`src/rtl/rom_arbiter.sv`:
```
// -----------------------------------------------------------------------------
// rom_arbiter
//
// Shares a single-port, one-cycle-latency instruction ROM between the
// instruction-fetch port (IF) and a load/store port (LS). At most one request
// is granted per cycle. The granted byte address is checked. A misaligned or
// out-of-range address never reaches the ROM and gets an error response. A
// good address is issued to the ROM as a word address. Exactly one cycle after
// a grant, the response is routed back to the port that was granted.
//
// Parameters
//   ADDR_W      ROM word-address width (2^ADDR_W 32-bit words)
//   FIXED_PRIO  0 = round-robin between IF and LS, 1 = IF always wins a tie
//
// Ports
//   clk, rst_n                     clock, synchronous active-low reset
//   if_req_i / if_addr_i           IF request and byte address
//   if_gnt_o                       IF accepted this cycle (combinational)
//   if_rvalid_o/if_rdata_o/if_err_o IF response, one cycle after if_gnt_o
//   ls_req_i / ls_addr_i           LS request and byte address
//   ls_gnt_o                       LS accepted this cycle (combinational)
//   ls_rvalid_o/ls_rdata_o/ls_err_o LS response, one cycle after ls_gnt_o
//   mem_en_o / mem_addr_o          ROM read enable and word address
//   mem_rdata_i                    ROM data, valid one cycle after mem_en_o
// -----------------------------------------------------------------------------
module rom_arbiter #(
  parameter int ADDR_W     = 10,
  parameter bit FIXED_PRIO = 1'b0
) (
  input  logic              clk,
  input  logic              rst_n,

  input  logic              if_req_i,
  input  logic [31:0]       if_addr_i,
  output logic              if_gnt_o,
  output logic              if_rvalid_o,
  output logic [31:0]       if_rdata_o,
  output logic              if_err_o,

  input  logic              ls_req_i,
  input  logic [31:0]       ls_addr_i,
  output logic              ls_gnt_o,
  output logic              ls_rvalid_o,
  output logic [31:0]       ls_rdata_o,
  output logic              ls_err_o,

  output logic              mem_en_o,
  output logic [ADDR_W-1:0] mem_addr_o,
  input  logic [31:0]       mem_rdata_i
);

  // Owner of the response in flight.
  localparam logic OWNER_IF = 1'b0;
  localparam logic OWNER_LS = 1'b1;

  // Registered state.
  logic last_ls_q;   // round-robin pointer: 1 = LS was granted most recently
  logic pending_q;   // a response is due this cycle
  logic owner_q;     // port that the pending response belongs to
  logic err_q;       // the pending response is an error

  // Request-side combinational signals.
  logic        if_wins;
  logic        gnt_if;
  logic        gnt_ls;
  logic        gnt_any;
  logic [31:0] sel_addr;
  logic        addr_err;

  // Response-side combinational signals.
  logic resp_valid;

  // ---------------------------------------------------------------------------
  // Arbitration and address check
  // ---------------------------------------------------------------------------
  // NOTE: every signal assigned here gets a value on every path. Otherwise the
  // tool would have to remember an old value, and that infers a latch.
  always_comb begin
    // IF wins when it is alone, when priority is fixed, or when LS was served
    // last. While rst_n is low, both grants are forced off whatever is
    // requested.
    if_wins  = FIXED_PRIO || !ls_req_i || last_ls_q;
    gnt_if   = rst_n && if_req_i && if_wins;
    gnt_ls   = rst_n && ls_req_i && !(if_req_i && if_wins);
    gnt_any  = gnt_if || gnt_ls;

    sel_addr = gnt_ls ? ls_addr_i : if_addr_i;

    // Bits above the ROM's byte range must be zero. The shift form stays legal
    // even when ADDR_W+2 reaches the full 32-bit width.
    addr_err = (sel_addr[1:0] != 2'b00) ||
               ((sel_addr >> (ADDR_W + 2)) != 32'd0);

    mem_en_o   = gnt_any && !addr_err;
    mem_addr_o = mem_en_o ? sel_addr[ADDR_W+1:2] : '0;
  end

  assign if_gnt_o = gnt_if;
  assign ls_gnt_o = gnt_ls;

  // ---------------------------------------------------------------------------
  // Response tracking
  // ---------------------------------------------------------------------------
  // NOTE: registered state uses non-blocking assignments. Every flop then
  // samples the values from before the edge, whatever the statement order.
  always_ff @(posedge clk) begin
    if (!rst_n) begin
      pending_q <= 1'b0;
      owner_q   <= OWNER_IF;
      err_q     <= 1'b0;
      // "LS served last", so IF wins the first tie after reset.
      last_ls_q <= 1'b1;
    end else begin
      pending_q <= gnt_any;
      err_q     <= gnt_any && addr_err;
      if (gnt_any) begin
        owner_q   <= gnt_ls ? OWNER_LS : OWNER_IF;
        // The pointer moves only on a grant. Idle cycles keep the fairness
        // history.
        last_ls_q <= gnt_ls;
      end
    end
  end

  // A response is dropped as soon as reset is asserted. Gating here covers
  // the cycle in which the reset has not yet been clocked into pending_q.
  assign resp_valid = pending_q && rst_n;

  // ---------------------------------------------------------------------------
  // Response routing
  // ---------------------------------------------------------------------------
  always_comb begin
    if_rvalid_o = resp_valid && (owner_q == OWNER_IF);
    ls_rvalid_o = resp_valid && (owner_q == OWNER_LS);

    if_err_o    = if_rvalid_o && err_q;
    ls_err_o    = ls_rvalid_o && err_q;

    // An error response carries no data. Stale ROM output from an earlier
    // read must never reach a requester.
    if_rdata_o  = (if_rvalid_o && !err_q) ? mem_rdata_i : 32'd0;
    ls_rdata_o  = (ls_rvalid_o && !err_q) ? mem_rdata_i : 32'd0;
  end

endmodule

```
`config.mk`:
```
export PLATFORM = sky130hd
export DESIGN_NAME = rom_arbiter
export DESIGN_NICKNAME = d
export VERILOG_FILES = /design/src/rtl/rom_arbiter.sv
export SDC_FILE = /design/constraint.sdc
export NUM_CORES = 1
export LEC_CHECK = 0
export BUFFER_PORTS_ARGS = -buffer_cell sky130_fd_sc_hd__buf_2
export CAP_MARGIN = 25
export CORE_AREA = 2 2 70 72
export CTS_CLUSTER_DIAMETER = 100
export DETAILED_ROUTE_END_ITERATION = 16
export DIE_AREA = 0 0 72 74
export PLACE_DENSITY_LB_ADDON = 0.1
export SLEW_MARGIN = 20
export SYNTH_ARGS = -nofsm -noshare
export SYNTH_HDL_FRONTEND = slang
export SYNTH_SLANG_ARGS = --single-unit
```
`constraint.sdc`:
```
create_clock -name clk -period 2 [get_ports clk]
set_clock_uncertainty 0.15 [all_clocks]
set_input_delay 0.2 -clock clk [delete_from_list [all_inputs] [get_ports clk]]
set_output_delay 0.2 -clock clk [all_outputs]
set_load 0.005 [all_outputs]
```
==> run metrics, run 1 <==
min Tclk post-route=1.86 ns; # DRC=0; crit path cell chain=a21boi_1 -> nand4_1 -> o22a_1 -> buf_12 -> nor3_1 -> buf_2; Logic pwr share=45.6%; IO Pins=roughly 180; CTS buffer count=3; Initial DRC Count=24; Slew Limit Fails=0; root buffer cell=clkbuf_8; RSZ-0062 raised after global routing=no; WHS=0.0754 ns; pwr dens=roughly 230 mW/mm2; n_diodes=0; CP top delay family=compound AO/OA/AOI/OAI gates; core area=0.00460 mm2; actual slew at the worst max-slew pin=0.273 ns; internal power contribution=0.337 mW; post-synthesis cell count=136; post-synth top area cell=and2_1; initial antenna violation count=0; crit path buf inv count=2; Max Cap Violations=0; Slowest-stage cell, CP=dfxtp_1; Startpoint Class=flip-flop; final WL=around 4000 um; Worst Path Required=between 1.5 and 2 ns; GRT Total Usage=14.1%; Synth Area per Inst=7.10 um2; final hold violations=0; DR pass1 iterations=3; htree depth=1; critical path class=reg -> out; total grt overflow=0; Flop pwr share=19.5%; Slew headroom=approximately four fifths; max incr delay on CP=0.31 ns; Final Cycle Share=just over 90%; static leakage=between 1 and 1.5 nW; routed len/inst=10.8 um; # setup viols final=0; worst skew pair latency=0.21 ns; setup TNS=0 ns; die width=72 um; first-pass GRT wire length=6150 um; post-synthesis sequential area ratio=8.29%; routed vias=1548; Final HPWL DP=between 3000 and 4000 um; Sw Ratio=27.6%; synth top area cells=and2_1 (43%), mux2i_1 (10%), nor3_2 (9.3%); Place WS=0.211 ns; maximum fanout along the worst path=12; largest net degree at the start of global routing=33; number of library cell types mapped by synthesis=24; f_max=539 MHz; clock-pin slew on the worst setup and hold paths=around 0.030 ns; Placer Congestion=around 0.75; Critical Path AT=roughly 1.5 ns; Yosys warning count=0; Final Worst Setup Slack=0.144 ns; FF+latch count, synth=4; Net Sw Power=0.128 mW; area of the mapped netlist=966 um2; vias in the first global route=approximately 1400; Vias/cell=4.20; Num Clock Sinks=4; P&R area growth vs syn=106%; initial core utilization=21.0%; layout cells sized above 1=roughly two thirds; syn_nets=236; Die H=74 um; area of the die=roughly 0.0053 mm2; Worst Hold Class=in -> reg; Crit. End Element=primary output; CTS tree=done; antenna-violating nets left=0; IO buf count=180; CTS Buffer Depth=2; Max IR drop VDD=0.131 mV; Nets=417; Synth top area share=42.7%; status=finished, final reports clean; num rows=25; Clock Power Share=34.9%
registers in the layout (all words and copies together) (netlist names):
name,cells
last_ls_q,1
owner_q,1
pending_q,1
err_q,1
logic make-up after synthesis:
group           after synthesis  share of synthesized area [%]
simple gates                101                           69.7
buf+inv                      13                           6.09
mux                          10                           10.4
compound gates                8                           5.57
flops                         4                           8.29
power by group through the flow:
stage          sequential, mW  clock (mW)  combinational, mW
5_1_grt                0.0919       0.173              0.240
3_3_place_gp           0.0916           0              0.214
3_5_place_dp           0.0920           0              0.215
4_1_cts                0.0910       0.167              0.216
6_report               0.0910       0.162              0.212
2_1_floorplan          0.0901           0             0.0741
synth_stat cells:
| cell type | n |
|---|---|
| and2_1 | 66 |
| mux2i_1 | 10 |
| nor3_2 | 9 |
| clkbuf_1 | 6 |
| nor4_1 | 6 |
| nor2_1 | 5 |
| dfxtp_1 | 4 |
| inv_1 | 4 |
| nor4_2 | 4 |
| nand4_1 | 3 |
| a21oi_1 | 2 |
| buf_2 | 2 |
| nand2_1 | 2 |
| nor3_1 | 2 |
| o21ai_0 | 2 |
| a21bo_2 | 1 |
| a21boi_0 | 1 |
| and2_2 | 1 |
| and2b_1 | 1 |
| and3_1 | 1 |
| buf_6 | 1 |
| nand2b_1 | 1 |
| o211ai_1 | 1 |
| o22a_1 | 1 |
worst reg2reg max path, stage by stage, from the launching register on:
cell and delay [ns]:
dfxtp_1 0.31, a21boi_1 0.21, nand4_1 0.12, o22a_1 0.21, buf_12 0.16, and2_2 0.18
final timing paths:
check / slack (ns) / cells past startpoint / to / from
worst max register to register: 0.55 / 5 / err_q / last_ls_q
worst min register to register: 0.36 / 2 / last_ls_q / last_ls_q
worst max-delay path: 0.14 / 6 / mem_addr_o[9] / last_ls_q
worst min-delay path: 0.08 / 2 / last_ls_q / if_req_i
cell type report:
type / count / area [um2]
repair buffers: 185 / 951
well taps: 54 / 67.6
flip-flops and latches: 4 / 80.1
inverters: 4 / 15.0
fillers: 489 / 2610
clock buffers: 3 / 41.3
multi-input cells: 119 / 832
through the flow:
stage / instances / power [mW] / instance area, um2 / util [%]
2_1_floorplan: 136 / 0.164 / 966 / -
3_3_place_gp: 366 / 0.306 / 1950 / 42.3
3_5_place_dp: 366 / 0.307 / 1950 / 42.3
4_1_cts: 369 / 0.473 / 1990 / 43.2
5_1_grt: 369 / 0.505 / 1990 / 43.2
6_report: 369 / 0.466 / 1990 / 43.2
routing by layer:
metal / vias to the layer above / global-route usage, % / part of all wire (%)
met5: - / 0 / 0
met1: 622 / 16.0 / 37
met2: 106 / 27.1 / 50
met4: 0 / 4.40 / 1.0
met3: 4 / 2.03 / 11
li1: 816 / - / -
placed cells by master, fill, tap and decap left out, types with 2 or more instances in the layout:
| cell | netlist | layout |
|---|---|---|
| a21oi_1 | 2 | 2 |
| and2_1 | 66 | 66 |
| buf_2 | 2 | 180 |
| buf_4 | 0 | 4 |
| clkbuf_8 | 0 | 3 |
| dfxtp_1 | 4 | 4 |
| inv_1 | 4 | 4 |
| mux2i_1 | 10 | 10 |
| nand2_1 | 2 | 2 |
| nand4_1 | 3 | 3 |
| nor2_1 | 5 | 5 |
| nor3_2 | 9 | 10 |
| nor4_1 | 6 | 6 |
| nor4_2 | 4 | 4 |
what timing repair did:
item / 4_1_cts / 5_1_grt
endpoints found under the setup margin: 0 / 10
setup buffers: 0 / 0
gates resized for setup: 0 / 1
hold buffers: 0 / 0
No activity file was read; power rests on OpenSTA's default activity.
==> run 2, diff against run 1 <==
- clock period: 2 -> 2.15 ns (I/O delays scaled with it)
==> run 2 against run 1 <==
Compared with the run above:
- non-clock buffer count down 1
- final cell count is 0.27% lower
- register-to-register slack improved by 0.09 ns
- via count rose by 0.52%
- die area did not move
- hold slack improved by 0.011 ns
- sequential share of layout area about the same
- sequential power shrank 7.1%
- combinational power fell by 7%
==> run metrics, run 2 (synthesis results as in run 1) <==
status=finished, final reports clean (unchanged); Worst Hold Class=in -> reg (unchanged); Slew Limit Fails=0 (unchanged); htree depth=1 (unchanged); antenna-violating nets left=0 (unchanged); RSZ-0062 raised after global routing=no (unchanged); Nets=416 (was 417); setup TNS=0 ns (unchanged); pwr dens=222 mW/mm2 (was 234 mW/mm2); maximum fanout along the worst path=12 (unchanged); Max Cap Violations=0 (unchanged); initial antenna violation count=1 (was 0); Post-Layout Inst Area=0.00197 mm2 (was 0.00199 mm2); num rows=25 (unchanged); actual slew at the worst max-slew pin=0.330 ns (was 0.273 ns); Max IR drop VDD=0.123 mV (was 0.131 mV); Crit. End Element=primary output (unchanged); Area after DPL=0.00193 mm2 (was 0.00195 mm2); IO Pins=181 (unchanged); CTS buffer count=3 (unchanged); static leakage=1.28 nW (was 1.29 nW); Final Cycle Share=around 89%; Critical Path AT=1.55 ns (was 1.51 ns); initial core utilization=21.0% (unchanged); DR pass1 iterations=4 (was 3); final std cells w/o fill=368 (was 369); GRT Total Usage=13.6% (was 14.1%); area of the multi-input gates=833 um2 (was 832 um2); f_max=523 MHz; CP top delay family=compound AO/OA/AOI/OAI gates (unchanged); layout cells sized above 1=65.0% (was 64.8%); Startpoint Class=flip-flop (unchanged); IO buf count=180 (unchanged); max incr delay on CP=0.39 ns (was 0.31 ns); Num Clock Sinks=4 (unchanged); Placer Congestion=0.768 (was 0.752); largest net degree at the start of global routing=33 (unchanged); Worst Path Required=1.78 ns (was 1.65 ns); Initial DRC Count=26 (was 24); n_diodes=0 (unchanged); worst skew pair latency=0.21 ns (about the same); Reg area=80.1 um2 (unchanged); routed len/inst=11.0 um (was 10.8 um); core area=0.00460 mm2 (unchanged); # DRC=0 (unchanged); min Tclk post-route=about 1.9 ns; Vias/cell=4.23 (was 4.20); Fill cells=483 (was 489); vias in the first global route=1367 (was 1427); clock-pin slew on the worst setup and hold paths=0.03 ns (about the same); CTS Buffer Depth=2 (unchanged); most frequent cells in the layout=buf_2 (180), and2_1 (66), nor3_2 (10), mux2i_1 (10), nor4_1 (6) (unchanged); Final HPWL DP=3610 um (was 3540 um); most common cell after layout, fill and taps aside=buf_2 (unchanged); Slew headroom=78.0% (was 81.6%); CTS tree=done (unchanged); final WL=4050 um (was 4000 um); critical path class=reg -> out (unchanged); WHS=0.0863 ns (was 0.0754 ns); crit path cell chain=a21bo_2 -> o211ai_1 -> o22a_2 -> nor3_1 -> buf_2 (was a21boi_1 -> nand4_1 -> o22a_1 -> buf_12 -> nor3_1 -> buf_2); first-pass GRT wire length=5870 um (was 6150 um); die width=72 um (unchanged); # setup viols final=0 (unchanged); total grt overflow=0 (unchanged); Die H=74 um (unchanged); final hold violations=0 (unchanged); placed cells=365 (was 366); root buffer cell=clkbuf_8 (unchanged); routed vias=1556 (was 1548); area of the die=0.00533 mm2 (unchanged); crit path buf inv count=1 (was 2); Slowest-stage cell, CP=o22a_2 (was dfxtp_1); P&R area growth vs syn=104% (was 106%)
[run 2: cell count changes in the layout (fill, tap and decap cells not counted)]
cell and change:
buf_12 -1, o22a_1 -1, o22a_2 +1
[run 2: where the power goes]
group / internal [mW] / switching, mW
combinational: 0.115 / 0.0827
sequential: 0.0802 / 0.00433
clock: 0.119 / 0.0353
[run 2: layer usage]
| layer | GRT usage [%] | part of all wire (%) | vias up |
|---|---|---|---|
| met3 | 3.12 | 12 | 4 |
| met5 | 0 | 0.32 | - |
| met1 | 14.3 | 35 | 632 |
| li1 | - | - | 814 |
| met4 | 3.77 | 0.54 | 2 |
| met2 | 27.2 | 52 | 104 |
[run 2: repair_timing]
item	4_1_cts	5_1_grt
setup buffers	0	0
endpoints found under the hold margin	0	0
endpoints found under the setup margin	1	1
hold buffers	0	0
gates resized for setup	1	1
[run 2: cell type report]
class / instances / share of cell area, %
sequential: 4 / 4.07
multi-input combinational: 119 / 42.3
timing repair buffer: 184 / 47.3
tap: 54 / 3.43
inverter: 4 / 0.763
clock buffer: 3 / 2.10
[run 2: worst reg2reg max path: cells and delay by family (launching register included)]
family | cells | cell delay (ns)
AO/OA/AOI/OAI | 3 | 0.79
flip-flops | 1 | 0.31
AND/OR/NAND/NOR | 1 | 0.20
[run 2: final timing paths]
kind	startpoint	endpoint	slack (ns)	cells past startpoint
max reg2reg	last_ls_q	err_q	0.64	4
max	last_ls_q	mem_addr_o[9]	0.24	5
min reg2reg	last_ls_q	last_ls_q	0.36	2
min	if_req_i	last_ls_q	0.09	2
[run 2: through the flow]
| step | total power [mW] | setup WS, ns | utilization (%) |
|---|---|---|---|
| global placement | 0.284 | 0.209 | 41.9 |
| global route | 0.468 | 0.108 | 42.8 |
| floorplan | 0.153 | 0.669 | - |
| detailed placement | 0.286 | 0.167 | 41.9 |
| finish | 0.436 | 0.237 | 42.8 |
| CTS | 0.445 | 0.0953 | 42.8 |
